## config.mk

```make
export PLATFORM = sky130hd
export DESIGN_NAME = mem_bridge_master
export DESIGN_NICKNAME = d
export VERILOG_FILES = /design/src/rtl/mem_bridge_master.sv
export SDC_FILE = /design/constraint.sdc
export NUM_CORES = 1
export LEC_CHECK = 0
export ABC_CLOCK_PERIOD_IN_PS = 2360
export BUFFER_PORTS_ARGS = -buffer_cell sky130_fd_sc_hd__buf_4
export CAP_MARGIN = 25
export CORE_MARGIN = 4
export CORE_UTILIZATION = 55
export CTS_BUF_LIST = sky130_fd_sc_hd__clkbuf_4
export DETAILED_ROUTE_END_ITERATION = 16
export PLACE_DENSITY = 0.89
export SLEW_MARGIN = 15
export SYNTH_ARGS = -nofsm -noshare
export SYNTH_HDL_FRONTEND = slang
export SYNTH_SLANG_ARGS = --single-unit
```

## constraint.sdc

```tcl
create_clock -name Clock -period 2.36 [get_ports Clock]
set_clock_uncertainty 0.2 [all_clocks]
set_input_delay 0.118 -clock Clock [delete_from_list [all_inputs] [get_ports Clock]]
set_output_delay 0.118 -clock Clock [all_outputs]
set_load 0.03 [all_outputs]
```

## src/rtl/mem_bridge_master.sv

```systemverilog
`timescale 1ns/1ps
// mem_bridge_master
// CPU-side initiator for the shadowed 64K main-memory bridge.
// After reset it holds ResetReq high for COPY_CYCLES cycles while the memory
// side copies the boot shadow. It then accepts one pipeline request at a time,
// runs one bus transaction for it, and returns exactly one response.
//
// Ports
//   Clock, Reset         : system clock, synchronous active-high reset
//   Req_*                : pipeline request (valid/ready handshake)
//   Rsp_*                : one-cycle response strobe with read data / error
//   Addr, MemData_Out,
//   MemData_OE           : bus address, write data and data-drive enable
//   MemData_In           : bus read data
//   MemBridge_Load       : one-cycle transaction start strobe
//   MemBridge_Direction  : 1 = write to memory, 0 = read
//   Memory_Ack           : memory completion
//   ResetReq, Copy_Busy  : shadow copy request / copy in progress
module mem_bridge_master #(
    parameter int COPY_CYCLES = 32768,
    parameter int TIMEOUT     = 15
) (
    input  logic        Clock,
    input  logic        Reset,
    input  logic        Req_Valid,
    output logic        Req_Ready,
    input  logic        Req_Write,
    input  logic [15:0] Req_Addr,
    input  logic [7:0]  Req_WData,
    output logic        Rsp_Valid,
    output logic [7:0]  Rsp_RData,
    output logic        Rsp_Error,
    output logic [15:0] Addr,
    output logic [7:0]  MemData_Out,
    output logic        MemData_OE,
    input  logic [7:0]  MemData_In,
    output logic        MemBridge_Load,
    output logic        MemBridge_Direction,
    input  logic        Memory_Ack,
    output logic        ResetReq,
    output logic        Copy_Busy
);

    // Terminal counts; both counters start at 0, so the last cycle is N-1.
    localparam logic [15:0] COPY_LAST    = 16'(COPY_CYCLES - 1);
    localparam logic [7:0]  TIMEOUT_LAST = 8'(TIMEOUT - 1);

    typedef enum logic [2:0] {
        ST_BOOT     = 3'd0,
        ST_IDLE     = 3'd1,
        ST_LOAD     = 3'd2,
        ST_WAIT_ACK = 3'd3,
        ST_RESP     = 3'd4
    } state_t;

    state_t      state_r;
    logic [15:0] copy_cnt_r;
    logic [7:0]  timeout_cnt_r;
    logic [7:0]  ack_data_s;

    // Response data captured on a successful ack: bus data for reads, zero for writes.
    always_comb begin
        ack_data_s = 8'h00;
        if (MemBridge_Direction) begin
            ack_data_s = 8'h00;
        end else begin
            ack_data_s = MemData_In;
        end
    end

    // Transaction sequencer; every output is a register written here.
    always_ff @(posedge Clock) begin
        if (Reset) begin
            state_r             <= ST_BOOT;
            copy_cnt_r          <= 16'd0;
            timeout_cnt_r       <= 8'd0;
            Req_Ready           <= 1'b0;
            Rsp_Valid           <= 1'b0;
            Rsp_RData           <= 8'h00;
            Rsp_Error           <= 1'b0;
            Addr                <= 16'h0000;
            MemData_Out         <= 8'h00;
            MemData_OE          <= 1'b0;
            MemBridge_Load      <= 1'b0;
            MemBridge_Direction <= 1'b0;
            ResetReq            <= 1'b1;
            Copy_Busy           <= 1'b1;
        end else begin
            case (state_r)
                ST_BOOT: begin
                    copy_cnt_r <= copy_cnt_r + 16'd1;
                    if (copy_cnt_r == COPY_LAST) begin
                        state_r   <= ST_IDLE;
                        ResetReq  <= 1'b0;
                        Copy_Busy <= 1'b0;
                        Req_Ready <= 1'b1;
                    end else begin
                        ResetReq  <= 1'b1;
                        Copy_Busy <= 1'b1;
                        Req_Ready <= 1'b0;
                    end
                end

                ST_IDLE: begin
                    if (Req_Valid) begin
                        Addr                <= Req_Addr;
                        MemData_Out         <= Req_WData;
                        MemBridge_Direction <= Req_Write;
                        MemData_OE          <= Req_Write;
                        MemBridge_Load      <= 1'b1;
                        Req_Ready           <= 1'b0;
                        state_r             <= ST_LOAD;
                    end else begin
                        Req_Ready <= 1'b1;
                    end
                end

                ST_LOAD: begin
                    MemBridge_Load <= 1'b0;
                    timeout_cnt_r  <= 8'd0;
                    if (Memory_Ack) begin
                        Rsp_Valid           <= 1'b1;
                        Rsp_Error           <= 1'b0;
                        Rsp_RData           <= ack_data_s;
                        MemData_OE          <= 1'b0;
                        MemBridge_Direction <= 1'b0;
                        state_r             <= ST_RESP;
                    end else begin
                        state_r <= ST_WAIT_ACK;
                    end
                end

                ST_WAIT_ACK: begin
                    // An ack arriving on the final timeout cycle still completes normally.
                    if (Memory_Ack) begin
                        Rsp_Valid           <= 1'b1;
                        Rsp_Error           <= 1'b0;
                        Rsp_RData           <= ack_data_s;
                        MemData_OE          <= 1'b0;
                        MemBridge_Direction <= 1'b0;
                        state_r             <= ST_RESP;
                    end else if (timeout_cnt_r == TIMEOUT_LAST) begin
                        Rsp_Valid           <= 1'b1;
                        Rsp_Error           <= 1'b1;
                        Rsp_RData           <= 8'hFF;
                        MemData_OE          <= 1'b0;
                        MemBridge_Direction <= 1'b0;
                        state_r             <= ST_RESP;
                    end else begin
                        timeout_cnt_r <= timeout_cnt_r + 8'd1;
                    end
                end

                ST_RESP: begin
                    Rsp_Valid <= 1'b0;
                    Rsp_Error <= 1'b0;
                    Req_Ready <= 1'b1;
                    state_r   <= ST_IDLE;
                end

                default: begin
                    // Unreachable encoding: fall back to a full boot sequence.
                    state_r             <= ST_BOOT;
                    copy_cnt_r          <= 16'd0;
                    timeout_cnt_r       <= 8'd0;
                    Req_Ready           <= 1'b0;
                    Rsp_Valid           <= 1'b0;
                    Rsp_Error           <= 1'b0;
                    MemData_OE          <= 1'b0;
                    MemBridge_Load      <= 1'b0;
                    MemBridge_Direction <= 1'b0;
                    ResetReq            <= 1'b1;
                    Copy_Busy           <= 1'b1;
                end
            endcase
        end
    end

endmodule
```

==> impl_metrics.yaml <==
run_status:
  run_status: "finished clean"
global_route:
  grt_start_max_net_pins: 45
  grt.total_usage_pct: 29.22
  grt_first_pass_wirelength_um: 14880
  grt_antenna_before_repair: 0
  grt_pass1_vias: 3171
  grt.overflow.total: 0
floorplanning:
  die-area_sq_mm: 0.006786
  fp.dieW_um: 82.38
  chipHeight_um: 82.38
  initial_core_util_pct: 58.10
  placementRows: 26
  design.portCount: 77
  core_area_sq_mm: 0.005238
power:
  peakVddDrop_v: 0.0003887
  power.density_mw_per_mm2: 518.9
  cell_leakage_power_uw: 0.001767
  totalPowerFinal_uw: 2153
sta:
  worst-slew-pin-transition_ns: 0.4754
  post-route-min-period_ns: 2.195
  maxClockFrequency_ghz: 0.4555
  report.final.slew_viol_count: 0
  hold_viol: 0
  fin_setup_tns_ns: 0
  max-slew-margin-rel_pct: 68.19
  hold_slack_ns: 0.0009762
  report.final.setup_viol: 0
  timing.final.crit_share_pct: 93.02
  rsz0062_at_grt: "false"
place:
  portBuffers: 76
  place_congestion: 0.9122
  hpwlAfterDp_um: 5499
logic_synthesis:
  yosys.area_share.adder_pct: 1.234
  postSynthCellCount: 363
  yosys-mux-area-fraction_pct: 0.9868
  synthTopCellsByCount: "nand2_1, dfxtp_1, a21oi_1, nor2_1, clkbuf_1"
  yosys.cell_types.count: 62
  post-synth-top-area-fraction_pct: 42.76
  postSynthNetCount: 403
  postSynthAreaPerCell_sq_um: 8.383
  synthesis.yosys.warnings: 0
  post_synth_and_or_nand_nor_area_fraction_pct: 25.78
  synth.yosys.seq_area_share_pct: 42.76
  synth_xor_xnor_area_share_pct: 1.439
  synthTopCellsByArea: "dfxtp_1, nand2_1, a21oi_1, o211a_1, nor2_1"
  synth_seq_cells: 65
  synth_enable_flop_cells: 0
  netlist_area_before_placement_sq_mm: 0.003043
  synth-compound-area-share_pct: 21.88
  netlist.top_cell.by_area: "dfxtp_1"
  async_reset_ff_share_pct: 0
  synth_ff_type: "dfxtp_1"
  synth.most_common_cell: "nand2_1"
  synth_top_family_by_area: "simple AND/OR/NAND/NOR gates"
clock_tree:
  number_of_buffers_added_by_the_clock_tree_synthesis_step: 9
  numClockSinks: 65
  htreeDepth: 3
  clock_latency_ns: 0.41
  cts.repair_timing.setup_buffer_count: 0
  cts_tree: "yes"
  max-clock-path-buffers: 2
  cts.reportedPaths.clkPinSlew_ns: 0.13
  clk_root_buffer_cell: "clkbuf_4"
drt:
  drt_wl_total_um: 9598
  drcViolationCount: 0
  avgRoutedWirePerCell_um: 17.64
  ant_nets: 0
  drt_first_iter_violations: 243
  via_count: 3281
  post_drt_via_cell_ratio: 6.031
  count_of_tritonroute_iterations_in_the_first_routing_pass: 5
critical_path:
  timing.critical_path.fanout_max: 7
  critPathKind: "reg2reg"
  worstSetupStartpointType: "flip-flop"
  worstSetupEndpointType: "flip-flop"
  cp.required_ns: 2.45
  arrival_time_reported_for_the_critical_path_endpoint_ns: 2.29
min_path:
  hold_path.class: "in2reg"
final_layout:
  net_count_final: 509
  num_antenna_cells: 0
  area.growth.synth_to_final_pct: 36.35
  layout-drive-gt1-share_pct: 25.32
flow_run:
  max_cap_violations: 0
[timing repair]
item | in CTS | in global routing
gates resized for setup | 0 | 1
hold endpoints to repair | 37 | 0
setup endpoints to repair | 0 | 1
hold buffers | 34 | 0
[flip-flops by register name, summed over array words and instances, names as in the netlist]
signal,flops
state_r,3
Req_Ready,1
timeout_cnt_r,8
Copy_Busy,1
Rsp_Error,1
Rsp_Valid,1
Addr,16
MemData_Out,8
Rsp_RData,8
MemBridge_Direction,1
MemBridge_Load,1
copy_cnt_r,16
[metal layers]
metal,global-route usage (%),up-vias,share of wire (%)
met5,0,-,0
met1,31.06,1520,36
li1,-,1521,-
met4,22.76,0,6.6
met3,7.809,53,7.4
met2,48.80,187,50
[stage by stage]
step                utilization (%)  cells  worst slack [ns]  area (sq um)
finish                        79.22    544            0.1647          4149
global route                  79.22    544           0.02900          4149
CTS                           79.10    544            0.2008          4143
detailed placement            69.52    494            0.2190          3641
global placement              69.52    494            0.3072          3641
floorplan                         -    363            0.4275          3043
[cell usage in the layout (no fill, tap or decap), types with 2 or more instances in the layout]
master and instances:
clkbuf_4 11, a311oi_1 5, o22ai_1 3, a31o_2 2, mux2i_1 3, nor3_1 9, a21oi_1 34, bufinv_16 2
nand2b_1 3, nor4_1 3, and3_1 2, and2_1 5, nand3_1 13, o211ai_1 6, dfxtp_1 65, xor2_1 2
and4_1 3, nor2_1 19, dlygate4sd3_1 34, xnor2_1 3, nor2b_1 3, ha_1 3, or2_2 2, nand4_1 6
a211oi_1 2, o21ai_0 13, o211a_1 8, buf_4 85, inv_1 13, or4_1 5, clkinv_2 2, or3b_2 2
nand2_1 67, a31oi_1 6
[layout make-up]
type,count,area [sq um]
inverters,14,52.55
clock inverters,5,78.83
well taps,70,87.58
clock buffers,11,82.58
repair buffers,119,978.4
fillers,310,1089
flip-flops and latches,65,1301
multi-input cells,260,1568
[path summary, 6_finish.rpt]
kind / startpoint / end / slack (ns) / cells past startpoint
setup / recovery: timeout_cnt_r[1] / timeout_cnt_r[5] / 0.16 / 5
hold / removal: Reset / Rsp_RData[4] / 0.001 / 4
hold reg to reg: Addr[14] / Addr[14] / 0.27 / 2
setup reg to reg: timeout_cnt_r[1] / timeout_cnt_r[5] / 0.16 / 5
[worst max-delay path: stages (launching register included)]
cell and delay (ns):
dfxtp_1 0.46, ha_1 0.22, or4b_4 0.51, o311ai_2 0.45, nor2_1 0.10, a2bb2oi_1 0.14
[logic make-up (layout without fill, tap and decap cells)]
group,count (synthesis),in the layout
flip-flops,65,65
AO/OA/AOI/OAI,97,97
adder cells (fa/ha/maj),3,3
XOR/XNOR,5,5
AND/OR/NAND/NOR,152,152
multiplexers,3,3
buffers and inverters,38,149
[power breakdown]
part	leakage (uW)	switching [uW]	internal [uW]
logic	0.00115	60.5	92.5
clock network	0.0000912	437	455
registers	0.000524	7.26	1100
total	0.00177	504	1650
Note: power is estimated with default switching activity, not from simulation.
